===== config.mk =====
export PLATFORM = sky130hd
export DESIGN_NAME = shram_arbiter_flat
export DESIGN_NICKNAME = d
export VERILOG_FILES = /design/src/rtl/shram_arbiter_if.sv /design/src/rtl/shram_arbiter.sv /design/src/flat_wrapper.sv
export SDC_FILE = /design/constraint.sdc
export NUM_CORES = 1
export LEC_CHECK = 0
export ABC_AREA = 0
export ABC_CLOCK_PERIOD_IN_PS = 2800
export BUFFER_PORTS_ARGS = -buffer_cell sky130_fd_sc_hd__buf_2
export CAP_MARGIN = 0
export CORE_MARGIN = 3
export CORE_UTILIZATION = 25
export CTS_CLUSTER_DIAMETER = 100
export CTS_CLUSTER_SIZE = 14
export DETAILED_ROUTE_END_ITERATION = 10
export GPL_TIMING_DRIVEN = 1
export SETUP_SLACK_MARGIN = 0.3
export SYNTH_ARGS = -nofsm -noshare
export SYNTH_HDL_FRONTEND = slang
export SYNTH_SLANG_ARGS = --single-unit

===== constraint.sdc =====
create_clock -name CLK_32M -period 2.8 [get_ports CLK_32M]
set_input_delay 0.56 -clock CLK_32M [delete_from_list [all_inputs] [get_ports CLK_32M]]
set_output_delay 0.56 -clock CLK_32M [all_outputs]
set_load 0.05 [all_outputs]

===== src/rtl/shram_arbiter_if.sv =====
// Signal bundle for shram_arbiter: CPU request port, MCU request port and shared-RAM port.
// slave = arbiter side, master = requesters/RAM side.
interface shram_arbiter_if #(
  parameter int AW = 12
);
  logic          cpu_req;
  logic          cpu_we;
  logic [AW-1:0] cpu_addr;
  logic [7:0]    cpu_dout;
  logic [7:0]    cpu_din;
  logic          cpu_ack;

  logic          mcu_cs;
  logic          mcu_we;
  logic [AW-1:0] mcu_addr;
  logic [7:0]    mcu_dout;
  logic [7:0]    mcu_din;
  logic          mcu_ack;
  logic          mcu_wait;
  logic          mcu_int;

  logic [AW-1:0] ram_addr;
  logic          ram_we;
  logic [7:0]    ram_wdata;
  logic [7:0]    ram_rdata;

  modport slave (
    input  cpu_req, cpu_we, cpu_addr, cpu_dout,
    output cpu_din, cpu_ack,
    input  mcu_cs, mcu_we, mcu_addr, mcu_dout,
    output mcu_din, mcu_ack, mcu_wait, mcu_int,
    output ram_addr, ram_we, ram_wdata,
    input  ram_rdata
  );

  modport master (
    output cpu_req, cpu_we, cpu_addr, cpu_dout,
    input  cpu_din, cpu_ack,
    output mcu_cs, mcu_we, mcu_addr, mcu_dout,
    input  mcu_din, mcu_ack, mcu_wait, mcu_int,
    input  ram_addr, ram_we, ram_wdata,
    output ram_rdata
  );
endinterface


===== src/rtl/shram_arbiter.sv =====
// Shared 4 KB RAM arbiter between main CPU and MCU: IDLE/ACC/DATA sequencing, 1-cycle acks, mailbox IRQ.
// Define SHRAM_CPU_PRIORITY_EN for fixed CPU priority; otherwise ties are resolved round-robin.
module shram_arbiter #(
  parameter int            AW       = 12,
  parameter logic [AW-1:0] INT_ADDR = 12'hFFF
) (
  input  logic           CLK_32M,
  input  logic           reset,
  shram_arbiter_if.slave bus
);

  typedef enum logic [1:0] {
    IDLE = 2'd0,
    ACC  = 2'd1,
    DATA = 2'd2
  } state_t;

  state_t        state_q, state_d;
  logic          grant_mcu_q, grant_mcu_d;
  logic          acc_we_q, acc_we_d;
  logic [AW-1:0] ram_addr_q, ram_addr_d;
  logic          ram_we_q, ram_we_d;
  logic [7:0]    ram_wdata_q, ram_wdata_d;
  logic [7:0]    cpu_din_q, cpu_din_d;
  logic [7:0]    mcu_din_q, mcu_din_d;
  logic          cpu_ack_q, cpu_ack_d;
  logic          mcu_ack_q, mcu_ack_d;
  logic          mcu_int_q, mcu_int_d;
  logic          pick_mcu;
`ifndef SHRAM_CPU_PRIORITY_EN
  logic          last_mcu_q, last_mcu_d;
`endif

  // Winner of the IDLE decision; only meaningful when at least one request is present.
  always_comb begin
    pick_mcu = 1'b0;
    if (bus.mcu_cs && !bus.cpu_req) begin
      pick_mcu = 1'b1;
    end else if (bus.mcu_cs && bus.cpu_req) begin
`ifdef SHRAM_CPU_PRIORITY_EN
      pick_mcu = 1'b0;
`else
      pick_mcu = ~last_mcu_q;
`endif
    end
  end

  always_comb begin
    state_d     = state_q;
    grant_mcu_d = grant_mcu_q;
    acc_we_d    = acc_we_q;
    ram_addr_d  = '0;
    ram_we_d    = 1'b0;
    ram_wdata_d = '0;
    cpu_din_d   = cpu_din_q;
    mcu_din_d   = mcu_din_q;
    cpu_ack_d   = 1'b0;
    mcu_ack_d   = 1'b0;
    mcu_int_d   = mcu_int_q;
`ifndef SHRAM_CPU_PRIORITY_EN
    last_mcu_d  = last_mcu_q;
`endif
    case (state_q)
      IDLE: begin
        if (bus.cpu_req || bus.mcu_cs) begin
          state_d     = ACC;
          grant_mcu_d = pick_mcu;
`ifndef SHRAM_CPU_PRIORITY_EN
          last_mcu_d  = pick_mcu;
`endif
          acc_we_d    = pick_mcu ? bus.mcu_we : bus.cpu_we;
          ram_addr_d  = pick_mcu ? bus.mcu_addr : bus.cpu_addr;
          ram_wdata_d = pick_mcu ? bus.mcu_dout : bus.cpu_dout;
          ram_we_d    = acc_we_d;
        end
      end
      ACC: begin
        state_d   = DATA;
        cpu_ack_d = ~grant_mcu_q;
        mcu_ack_d = grant_mcu_q;
        // Mailbox: any MCU touch clears, only a CPU write sets; both land in DATA.
        if (ram_addr_q == INT_ADDR) begin
          if (grant_mcu_q) begin
            mcu_int_d = 1'b0;
          end else if (acc_we_q) begin
            mcu_int_d = 1'b1;
          end
        end
      end
      DATA: begin
        state_d = IDLE;
        if (!acc_we_q) begin
          if (grant_mcu_q) begin
            mcu_din_d = bus.ram_rdata;
          end else begin
            cpu_din_d = bus.ram_rdata;
          end
        end
      end
      default: state_d = IDLE;
    endcase
  end

  always_ff @(posedge CLK_32M) begin
    if (reset) begin
      state_q     <= IDLE;
      grant_mcu_q <= 1'b0;
      acc_we_q    <= 1'b0;
      ram_addr_q  <= '0;
      ram_we_q    <= 1'b0;
      ram_wdata_q <= '0;
      cpu_din_q   <= '0;
      mcu_din_q   <= '0;
      cpu_ack_q   <= 1'b0;
      mcu_ack_q   <= 1'b0;
      mcu_int_q   <= 1'b0;
`ifndef SHRAM_CPU_PRIORITY_EN
      last_mcu_q  <= 1'b1;
`endif
    end else begin
      state_q     <= state_d;
      grant_mcu_q <= grant_mcu_d;
      acc_we_q    <= acc_we_d;
      ram_addr_q  <= ram_addr_d;
      ram_we_q    <= ram_we_d;
      ram_wdata_q <= ram_wdata_d;
      cpu_din_q   <= cpu_din_d;
      mcu_din_q   <= mcu_din_d;
      cpu_ack_q   <= cpu_ack_d;
      mcu_ack_q   <= mcu_ack_d;
      mcu_int_q   <= mcu_int_d;
`ifndef SHRAM_CPU_PRIORITY_EN
      last_mcu_q  <= last_mcu_d;
`endif
    end
  end

  // Read data passes straight through in the ack cycle, then the captured copy holds it.
  assign bus.cpu_din   = cpu_din_d;
  assign bus.mcu_din   = mcu_din_d;
  assign bus.cpu_ack   = cpu_ack_q;
  assign bus.mcu_ack   = mcu_ack_q;
  assign bus.mcu_int   = mcu_int_q;
  assign bus.mcu_wait  = bus.mcu_cs & ~mcu_ack_q;
  assign bus.ram_addr  = ram_addr_q;
  assign bus.ram_we    = ram_we_q;
  assign bus.ram_wdata = ram_wdata_q;

endmodule


===== src/flat_wrapper.sv =====
// flat-port wrapper written by rule: the top's interface ports become plain ports
module shram_arbiter_flat 
#(
  parameter int            AW       = 12,
  parameter logic [AW-1:0] INT_ADDR = 12'hFFF
)
  (CLK_32M, reset, bus_cpu_req, bus_cpu_we, bus_cpu_addr, bus_cpu_dout, bus_cpu_din, bus_cpu_ack, bus_mcu_cs, bus_mcu_we, bus_mcu_addr, bus_mcu_dout, bus_mcu_din, bus_mcu_ack, bus_mcu_wait, bus_mcu_int, bus_ram_addr, bus_ram_we, bus_ram_wdata, bus_ram_rdata);
  shram_arbiter_if #(.AW(AW)) bus_i ();
  input  logic CLK_32M;
  input  logic reset;
  input wire logic [$bits(bus_i.cpu_req)-1:0] bus_cpu_req;
  input wire logic [$bits(bus_i.cpu_we)-1:0] bus_cpu_we;
  input wire logic [$bits(bus_i.cpu_addr)-1:0] bus_cpu_addr;
  input wire logic [$bits(bus_i.cpu_dout)-1:0] bus_cpu_dout;
  output wire logic [$bits(bus_i.cpu_din)-1:0] bus_cpu_din;
  output wire logic [$bits(bus_i.cpu_ack)-1:0] bus_cpu_ack;
  input wire logic [$bits(bus_i.mcu_cs)-1:0] bus_mcu_cs;
  input wire logic [$bits(bus_i.mcu_we)-1:0] bus_mcu_we;
  input wire logic [$bits(bus_i.mcu_addr)-1:0] bus_mcu_addr;
  input wire logic [$bits(bus_i.mcu_dout)-1:0] bus_mcu_dout;
  output wire logic [$bits(bus_i.mcu_din)-1:0] bus_mcu_din;
  output wire logic [$bits(bus_i.mcu_ack)-1:0] bus_mcu_ack;
  output wire logic [$bits(bus_i.mcu_wait)-1:0] bus_mcu_wait;
  output wire logic [$bits(bus_i.mcu_int)-1:0] bus_mcu_int;
  output wire logic [$bits(bus_i.ram_addr)-1:0] bus_ram_addr;
  output wire logic [$bits(bus_i.ram_we)-1:0] bus_ram_we;
  output wire logic [$bits(bus_i.ram_wdata)-1:0] bus_ram_wdata;
  input wire logic [$bits(bus_i.ram_rdata)-1:0] bus_ram_rdata;
  assign bus_i.cpu_req = bus_cpu_req;
  assign bus_i.cpu_we = bus_cpu_we;
  assign bus_i.cpu_addr = bus_cpu_addr;
  assign bus_i.cpu_dout = bus_cpu_dout;
  assign bus_cpu_din = bus_i.cpu_din;
  assign bus_cpu_ack = bus_i.cpu_ack;
  assign bus_i.mcu_cs = bus_mcu_cs;
  assign bus_i.mcu_we = bus_mcu_we;
  assign bus_i.mcu_addr = bus_mcu_addr;
  assign bus_i.mcu_dout = bus_mcu_dout;
  assign bus_mcu_din = bus_i.mcu_din;
  assign bus_mcu_ack = bus_i.mcu_ack;
  assign bus_mcu_wait = bus_i.mcu_wait;
  assign bus_mcu_int = bus_i.mcu_int;
  assign bus_ram_addr = bus_i.ram_addr;
  assign bus_ram_we = bus_i.ram_we;
  assign bus_ram_wdata = bus_i.ram_wdata;
  assign bus_i.ram_rdata = bus_ram_rdata;
  shram_arbiter #(.AW(AW), .INT_ADDR(INT_ADDR)) u_core (.CLK_32M(CLK_32M), .reset(reset), .bus(bus_i));
endmodule

==> results.txt <==
* Relative max-transition margin: 0.559
- Hold Crit Start: bus_mcu_dout[4]
- Global-route met3 utilization: 0.0438
- Most common cell in the synthesized netlist: sky130_fd_sc_hd__dfxtp_1
- Clock root buffer: sky130_fd_sc_hd__clkbuf_8
- The most used flip-flop cell after synthesis is sky130_fd_sc_hd__dfxtp_1.
- Total grt overflow: 0
- In this run the critical register-to-register path is launched from u_core.grant_mcu_q.
- The final number of hold-violating endpoints is 0.
- Traced cell by cell, the critical path runs through and4bb_2 -> mux2_2 -> buf_2.
- The congestion estimate from routability-driven global placement came to 0.650.
- Via count of the first global-routing pass: 1,505
- The initialized floorplan defines 29 standard-cell rows.
- Maximum number of pins on one net before global-route repair: 24
- Smallest setup slack after layout: 461 ps
* Post-CTS setup repair buffer count: 2
- Number of enable-type register cells in the synthesized netlist: 0
- On the final layout, the worst clock skew is 9.08 ps.
* Required time worst endpoint: 2240 ps
- VDD sags by at most 0.000236 V.
- Num Clock Sinks: 45
- The HPWL after detailed placement is 3120 um.
- Wire length per cell after detailed routing: 11.9 um
- The floorplan step defined a die boundary enclosing 7810 um2.
- Proportion of layout cells with a drive suffix above 1: 0.469
* Ratio of routed vias to standard cells: 4.35
- Number of cells after detailed placement: 342
* 1st-pass router iterations: 2
- Worst Setup Path Type: register to primary output
- Setup violations remaining at the end of the flow were counted as 0.
- For met1 alone, demand over resource in global routing was 0.121.
- Leading cell types by total area after synthesis: sky130_fd_sc_hd__dfxtp_1 53%, sky130_fd_sc_hd__mux2_2 11%, sky130_fd_sc_hd__nand2_1 9.3%
* Largest fanout on the critical path: 8
* Async SR Flop Fraction: 0
* Ratio of final minimum period to clock period: 0.835
- The run finished with clean final reports.
* CTS max path bufs: 2
- For this design the ratio of total power to cell area is 578 nW/um2.
- Flop-to-flop setup slack: 1290 ps
- Sum of internal, switching and leakage power: 1.36 mW
- STA classifies the critical path endpoint as a primary output.
- In this run the mean area of a mapped cell was 9.52 um2.
- Worst hold path depth: 3
- Synthesis produced 178 cells.
- Synthesis instantiated 24 different standard cells from the library.
* Max stage delay on crit path: 460 ps
- Post-Syn Nets: 232
- The later pin in the worst-skew pair is clocked with a latency of 290 ps.
- Of the synthesized area, sequential elements account for 0.531.
- Summed over all failing endpoints, the final setup total negative slack is 0 ps.
* Count of vias placed by the detailed router: 1,531
- The synthesized design contains 45 register bits.
* Dpl ws: 638 ps
* Critical path buffers and inverters: 1
- Clock-pin slew was measured on the worst setup and hold paths at 90 ps.
- Critical path arrival: 1780 ps
* Growth of design area from synthesis to finish: 38.3%
* RR Endpoint: u_core.mcu_din_q[3]
* Hold worst-path end: u_core.bus.ram_wdata[4]
- Worst-case reg-to-reg path depth: 3
* Cell area after synthesis: 1700 um2
- Initial antenna violation count: 0
* Cell type of the slowest stage on the worst timing path: sky130_fd_sc_hd__dfxtp_1
- Setup repair after global routing left no endpoint under its margin.
- TritonCTS built the clock tree.
* Nature of the critical path startpoint: register
- After clock tree synthesis, the flow added hold-fix buffers numbering 0.
- Total Routing Usage GR: 0.110
- CTS built an H-tree with a depth of 2.
- In the global route stage, met2 resource usage came out at 0.194.
- Total length of routed wires: 4190 um
- The share of synthesized area in the top cell type comes to 0.531.
* # resized after CTS: 0
- In this run the remaining antenna-violating nets after routing total 0.
- Crit path time final: 2340 ps
- The Yosys step of the flow raised 0 warnings.
* Vertical die dimension: 88.4 um
- Counting the buffers created by CTS gives 5.
* Highest clock frequency the design can meet: 0.427 GHz
- In the synthesized netlist, the cells that appear most often are 45 x sky130_fd_sc_hd__dfxtp_1, 42 x sky130_fd_sc_hd__nand2_1, 21 x sky130_fd_sc_hd__a21oi_1, 17 x sky130_fd_sc_hd__mux2_2, 14 x sky130_fd_sc_hd__nor2b_1.
- Port bufs: 94
* CP delay by family, top: flip-flops
- The region available for standard cell placement spans 6460 um2.
- Number of pins exceeding their max-slew limit in the final report: 0
- For the pin with the worst max-slew slack, the measured transition is 660 ps.
- Number of non-filler instances in the completed layout: 352
- Post-Route Utilization: 0.363
- The repair_antennas step left the layout with diodes totalling 0.
- After detailed routing, the number of remaining DRC violations is 0.
- The analysis attributes to cell leakage a power of 1.20 nW.
- Die X-Extent: 88.4 um
- Dominant cell type by area after synthesis: sky130_fd_sc_hd__dfxtp_1
* Count of nets after finishing: 328
- The tool flagged a number of max-cap violations equal to 0.
* First-pass GRT wire length: 6680 um
* Ports placed on the boundary: 95
- The initial utilization of the core area, before any placement, comes to 0.262.
* DR iter-0 viols: 41
- met2 is the most crowded layer.
* Worst hold-check path type: primary input to register
[power by group]
| part | internal [mW] | total [mW] | switching (mW) |
|---|---|---|---|
| Combinational | 0.0872 | 0.271 | 0.183 |
| Clock | 0.173 | 0.396 | 0.224 |
| Sequential | 0.671 | 0.689 | 0.0175 |
[logic make-up after synthesis]
kind of cell,synth area share
compound gates,0.0804
buf+inv,0.0243
mux,0.119
simple gates,0.245
flops,0.531
[cell usage in the layout (no fill, tap or decap), types with 2 or more instances in the layout]
cell,instances
sky130_fd_sc_hd__clkinv_2,2
sky130_fd_sc_hd__nand2_1,42
sky130_fd_sc_hd__o21ai_0,2
sky130_fd_sc_hd__clkbuf_8,5
sky130_fd_sc_hd__buf_4,4
sky130_fd_sc_hd__buf_2,94
sky130_fd_sc_hd__nor2_1,4
sky130_fd_sc_hd__and2b_1,8
sky130_fd_sc_hd__nor2b_1,14
sky130_fd_sc_hd__a21oi_1,21
sky130_fd_sc_hd__dfxtp_1,45
sky130_fd_sc_hd__nand4_1,3
sky130_fd_sc_hd__mux2_2,17
[registers in the layout, indices dropped and copies added (netlist names)]
signal,cells
u_core.bus.ram_addr,12
u_core.bus.ram_wdata,8
u_core.cpu_din_q,8
u_core.mcu_din_q,8
u_core.state_q,2
u_core.acc_we_q,1
u_core.bus.cpu_ack,1
u_core.bus.mcu_ack,1
u_core.bus.mcu_int,1
u_core.bus.ram_we,1
u_core.grant_mcu_q,1
u_core.last_mcu_q,1
[final cells by class]
| class | count | area [um2] |
|---|---|---|
| clock buffer | 5 | 68.8 |
| clock inverter | 3 | 17.5 |
| fill | 686 | 4110 |
| inverter | 1 | 3.75 |
| multi-input combinational | 123 | 757 |
| sequential | 45 | 901 |
| tap | 77 | 96.3 |
| timing repair buffer | 98 | 500 |
[metal layers]
layer,share of wire,vias to the layer above
li1,-,777
met1,0.43,685
met2,0.47,65
met3,0.091,4
met4,0.0074,0
met5,0,-
[worst min-delay path: cells and delay by family]
family	cells	cell delay, ps
buffers and inverters	1	90
AOI/OAI and AO/OA	1	50
and+or+nand+nor	1	40
[worst max path at each step]
stage                                  start              to  slack [ps]  cells past startpoint
after floorplan           u_core.grant_mcu_q  bus_cpu_din[0]         920                      2
after global placement    u_core.grant_mcu_q  bus_cpu_din[6]         660                      3
after detailed placement  u_core.grant_mcu_q  bus_cpu_din[0]         640                      3
after CTS                 u_core.grant_mcu_q  bus_mcu_din[3]         430                      3
after global routing      u_core.grant_mcu_q  bus_mcu_din[3]         350                      3
final                     u_core.grant_mcu_q  bus_mcu_din[3]         460                      3
[metrics by stage]
step,cell area [um2],hold WS (ps)
6_report,2340,493
5_1_grt,2340,486
4_1_cts,2340,483
3_5_place_dp,2240,564
3_3_place_gp,2240,554
2_1_floorplan,1700,522
Note: power is estimated with default switching activity, not from simulation.
